<file path="src/rtl/vlg_cnt_seq_defs.sv">
// Shared definitions for the counter sequencing controller.
// Holds the FSM state encoding and the default counter and round widths.
package vlg_cnt_seq_defs;

    localparam int CNT_W_DEF = 4;
    localparam int RND_W_DEF = 4;

    typedef enum logic [1:0] {
        ST_IDLE = 2'd0,
        ST_RUN1 = 2'd1,
        ST_RUN2 = 2'd2,
        ST_DONE = 2'd3
    } state_t;

endpackage

</file>
<file path="src/rtl/vlg_cnt_unit.sv">
// Phase counter: counts 0..tc when enabled, then returns to 0 by compare, not by wrap.
// A clear has priority over the enable.
module vlg_cnt_unit #(
    parameter int W = 4
) (
    input  logic         clk,
    input  logic         rst,
    input  logic         clr,
    input  logic         en,
    input  logic [W-1:0] tc,
    output logic [W-1:0] cnt,
    output logic         at_tc
);

    assign at_tc = (cnt == tc);

    always_ff @(posedge clk) begin
        if (rst || clr) begin
            cnt <= '0;
        end else if (en) begin
            cnt <= at_tc ? '0 : cnt + W'(1);
        end
    end

endmodule

</file>
<file path="src/rtl/vlg_cnt_seq_ctrl.sv">
// Sequencing controller: runs counter 1 then counter 2 for a latched number of rounds,
// then emits a one-cycle done pulse. Pause freezes all run state.
module vlg_cnt_seq_ctrl
    import vlg_cnt_seq_defs::*;
#(
    parameter int CNT_W = CNT_W_DEF,
    parameter int RND_W = RND_W_DEF
) (
    input  logic             i_clk,
    input  logic             i_rst,
    input  logic             i_start,
    input  logic             i_pause,
    input  logic [CNT_W-1:0] i_tc1,
    input  logic [CNT_W-1:0] i_tc2,
    input  logic [RND_W-1:0] i_rounds,
    output logic [CNT_W-1:0] o_cnt1,
    output logic [CNT_W-1:0] o_cnt2,
    output logic [RND_W-1:0] o_round,
    output logic             o_busy,
    output logic             o_done
);

    state_t state, next_state;

    logic [CNT_W-1:0] tc1_q, tc2_q;
    logic [RND_W-1:0] rounds_q, round_q;
    logic             start_ok, en1, en2, at_tc1, at_tc2, last_round;

    assign start_ok   = (state == ST_IDLE) && i_start;
    assign en1        = (state == ST_RUN1) && !i_pause;
    assign en2        = (state == ST_RUN2) && !i_pause;
    assign last_round = (round_q == rounds_q - RND_W'(1));

    vlg_cnt_unit #(.W(CNT_W)) u_cnt1 (
        .clk   (i_clk),
        .rst   (i_rst),
        .clr   (start_ok),
        .en    (en1),
        .tc    (tc1_q),
        .cnt   (o_cnt1),
        .at_tc (at_tc1)
    );

    vlg_cnt_unit #(.W(CNT_W)) u_cnt2 (
        .clk   (i_clk),
        .rst   (i_rst),
        .clr   (start_ok),
        .en    (en2),
        .tc    (tc2_q),
        .cnt   (o_cnt2),
        .at_tc (at_tc2)
    );

    always_ff @(posedge i_clk) begin
        if (i_rst) begin
            state <= ST_IDLE;
        end else begin
            state <= next_state;
        end
    end

    always_comb begin
        next_state = state;
        case (state)
            ST_IDLE: begin
                if (i_start) begin
                    next_state = (i_rounds == '0) ? ST_DONE : ST_RUN1;
                end
            end
            ST_RUN1: begin
                if (en1 && at_tc1) begin
                    next_state = ST_RUN2;
                end
            end
            ST_RUN2: begin
                if (en2 && at_tc2) begin
                    next_state = last_round ? ST_DONE : ST_RUN1;
                end
            end
            ST_DONE: next_state = ST_IDLE;
            default: next_state = ST_IDLE;
        endcase
    end

    // Config is captured only on an accepted start, so changes while busy are ignored.
    always_ff @(posedge i_clk) begin
        if (i_rst) begin
            tc1_q    <= '0;
            tc2_q    <= '0;
            rounds_q <= '0;
        end else if (start_ok) begin
            tc1_q    <= i_tc1;
            tc2_q    <= i_tc2;
            rounds_q <= i_rounds;
        end
    end

    always_ff @(posedge i_clk) begin
        if (i_rst || start_ok) begin
            round_q <= '0;
        end else if (en2 && at_tc2) begin
            round_q <= last_round ? '0 : round_q + RND_W'(1);
        end
    end

    assign o_round = round_q;
    assign o_busy  = (state == ST_RUN1) || (state == ST_RUN2);
    assign o_done  = (state == ST_DONE);

endmodule

</file>
<file path="config.mk">
export PLATFORM = sky130hd
export DESIGN_NAME = vlg_cnt_seq_ctrl
export DESIGN_NICKNAME = d
export VERILOG_FILES = /design/src/rtl/vlg_cnt_seq_defs.sv /design/src/rtl/vlg_cnt_unit.sv /design/src/rtl/vlg_cnt_seq_ctrl.sv
export SDC_FILE = /design/constraint.sdc
export NUM_CORES = 1
export LEC_CHECK = 0
export CORE_ASPECT_RATIO = 1.1
export CORE_MARGIN = 1.5
export CORE_UTILIZATION = 35
export CTS_CLUSTER_DIAMETER = 80
export DETAILED_ROUTE_END_ITERATION = 12
export SLEW_MARGIN = 10
export SYNTH_ARGS = -nofsm -noshare
export SYNTH_HDL_FRONTEND = slang
export SYNTH_HIERARCHICAL = 1
export SYNTH_SLANG_ARGS = --single-unit
</file>
<file path="constraint.sdc">
create_clock -name i_clk -period 1.9 [get_ports i_clk]
set_clock_uncertainty 0.05 [all_clocks]
set_input_delay 0.475 -clock i_clk [delete_from_list [all_inputs] [get_ports i_clk]]
set_output_delay 0.475 -clock i_clk [all_outputs]
set_load 0.05 [all_outputs]
</file>
==> run_results.csv <==
group,metric,value,unit
global_route,grt_overflow_total,0,
clock_network,clk_pin_slew,100,ps
clock_network,clockBufferDepth,2,
layout,fin_cells,267,
worst_setup_path,worstPathRequired,2070,ps
drt,highest_layer,"met4",
worst_setup_path,cp-end-kind,"register",
pwr,seqPwrFrac,29.1,%
layout,syn_to_final_growth,48.69,%
layout,antennaDiodeCount,0,
sta,final_hold_viol_count,0,
run,cap_violations,0,
clock_network,cts_tree,"yes",
logic_synthesis,synth.largest_area_cell,"dfxtp_1",
worst_hold_path,hold_path_class,"reg -> reg",
place,port_buffers,29,
drt,met1_length,1.612,mm
sta,final-setup-viol-count,2,
sta,fin_crit,1919,ps
floorplanning,die_h,71.15,um
pwr,p_int,1.480,mW
layout,final_layout_size_suffix_gt1_share,34.88,%
global_route,grt_use_total,15.73,%
drt,ant_nets,0,
sta,timing.final.crit_share,101.0,%
sta,final_max_slew_viol_count,0,
logic_synthesis,synth_top_area_share,35.22,%
global_route,grt_pass1_wl,5.727,mm
floorplanning,fp.dieArea,4621,um^2
clock_network,numCtsBuffers,3,
drt,initialDrtViolationCount,61,
worst_setup_path,crit_type,"reg -> reg",
drt,vias,1339,
drt,wl_met2,1.836,mm
floorplanning,ios,30,
pwr,leakagePower,0.9126,nW
global_route,grt_max_degree,16,
logic_synthesis,syn-num-nets,188,
logic_synthesis,syn_area,1478,um^2
drt,drc,0,
sta,setup_ws,-19.01,ps
clock_network,insertion_delay,270,ps
logic_synthesis,synth-async-reset-ratio,0,%
logic_synthesis,synth_area_leaders,"dfxtp_1 35%, xor2_1 7.7%, ha_1 7.6%",
logic_synthesis,yosys_warnings,6,
sta,rsz0062_at_grt,"true",
place,dp_hpwl,2.692,mm
worst_setup_path,cp_max_fo,3,
drt,wire_per_inst,13.41,um
status,violations,"negative setup slack",
sta,slew_headroom,63.12,%
pwr,pwr-share-clk,19.9,%
logic_synthesis,yosysUniqueCellTypes,32,
layout,fin_util,55.01,%
pwr,peakVddDrop,0.0004362,V
pwr,power_density,1082,nW/um^2
drt,met3WireLength,109,um
clock_network,postCtsHoldBufs,0,
status,status,"finished, violations left",
logic_synthesis,yosysSeqAreaShare,35.22,%
drt,finalWirelength,3.581,mm
pwr,p_comb_share,51.1,%
floorplanning,initial_core_util,37.00,%
worst_setup_path,critPathArrivalTime,2090,ps
global_route,antenna_found_initial,0,
layout,nets,241,
sta,fin_tns_setup,-23.60,ps
floorplanning,row_count,24,
clock_network,cts_sinks,26,
global_route,grt_pass1_vias,1262,
clock_network,cts_root_buf,"clkbuf_8",
logic_synthesis,ys_ff_latch,26,
logic_synthesis,synth_edf_count,0,
worst_setup_path,cp-start-kind,"register",
place,placed_cells,257,
floorplanning,core,3994,um^2
place,routabilityCongestion,0.7531,
logic_synthesis,avgSynthCellArea,9.065,um^2
sta,max_freq,521.1,MHz
pwr,switchingPower,897.6,uW
logic_synthesis,synthFlopType,"dfxtp_1",
clock_network,htree_levels,1,
drt,viasPerCell,5.015,
floorplanning,fp.dieW,64.95,um
pwr,p_sw_share,37.75,%
sta,tightestPinTransition,551.4,ps
drt,drt_first_pass_iters,4,
logic_synthesis,syn_inst,163,
-- state kept, by name (all words and copies together) (netlist names) --
register	flops
tc1_q	4
state	2
rounds_q	4
o_round	4
u_cnt1/cnt	4
u_cnt2/cnt	4
tc2_q	4
-- layout by cell type (no fill, tap or decap), types with 4 or more instances in the layout --
cell / synthesis / final
a21oi_1: 16 / 16
and2b_2: 5 / 5
buf_4: 0 / 33
clkdlybuf4s50_1: 0 / 15
dfxtp_1: 26 / 16
dfxtp_4: 0 / 9
ha_1: 9 / 8
inv_1: 5 / 5
nand2_1: 27 / 27
nand2b_1: 4 / 4
nor3_1: 5 / 4
o41ai_1: 8 / 8
or2b_1: 5 / 5
xnor2_1: 6 / 6
xor2_1: 13 / 9
-- final cells by class --
class                           count  area [um^2]
Fill cell                         359         1797
Inverter                            5        18.77
Tap cell                           52        65.06
Clock inverter                      1        30.03
Multi-Input combinational cell    129         1028
Clock buffer                        3        41.29
Timing Repair Buffer               51        457.9
Sequential cell                    26        555.5
-- repair_timing --
item | 4_1_cts | 5_1_grt
setup buffers | 4 | 2
gates resized for setup | 4 | 6
pin swaps | 8 | 5
endpoints found under the setup margin | 1 | 4
-- critical path, cell delays in order (launching register included) --
cell,delay (ps)
dfxtp_4,370
xor2_2,190
nor4_4,330
nand2b_1,160
a221oi_4,360
o21bai_2,120
nor3b_2,160
a21o_1,130
-- power groups by stage --
stage          registers, mW  clock network [mW]  logic, mW
2_1_floorplan          0.702                   0      0.686
3_3_place_gp           0.696                   0       1.07
3_5_place_dp           0.698                   0       1.10
4_1_cts                0.690               0.478       1.17
5_1_grt                0.702               0.504       1.31
6_report               0.691               0.472       1.21
-- path summary, 6_finish.rpt --
kind                               startpoint       end  slack (ps)  depth (start not counted)
worst min-delay path                 tc2_q[3]  tc2_q[3]         430                          2
worst min register to register       tc2_q[3]  tc2_q[3]         430                          2
worst max register to register  u_cnt1/cnt[2]  state[1]         -20                          7
worst max-delay path            u_cnt1/cnt[2]  state[1]         -20                          7
-- synthesized netlist by cell type, types with 4 or more instances --
cell / number
a21oi_1: 16
and2b_2: 5
dfxtp_1: 26
ha_1: 9
inv_1: 5
nand2_1: 27
nand2b_1: 4
nor3_1: 5
o41ai_1: 8
or2b_1: 5
xnor2_1: 6
xor2_1: 13
-- cell families (layout without fill, tap and decap cells) --
kind of cell    count (synthesis)  in the layout  synth area share, %
simple gates                   67             67                27.18
compound gates                 33             33                16.00
flops                          26             26                35.22
xor+xnor                       19             19                11.26
fa+ha+maj                       9              9                7.621
buf+inv                         8             60                2.032
mux                             1              1               0.6774
-- layer usage --
metal  vias to the layer above  track usage [%]
li1                        683                -
met1                       633            19.46
met2                        21            28.41
met3                         2            2.067
met4                         0            4.255
met5                         -                0
-- through the flow --
stage	total power [mW]	setup slack (ps)	area, um^2	hold WS, ps
2_1_floorplan	1.388	1.838	1570	397.8
3_3_place_gp	1.765	-53.91	2037	407.8
3_5_place_dp	1.801	-108.8	2037	416.7
4_1_cts	2.339	-19.64	2167	431.2
5_1_grt	2.514	-125.3	2197	461.3
6_report	2.378	-19.01	2197	428.0
No activity file was read; power rests on OpenSTA's default activity.
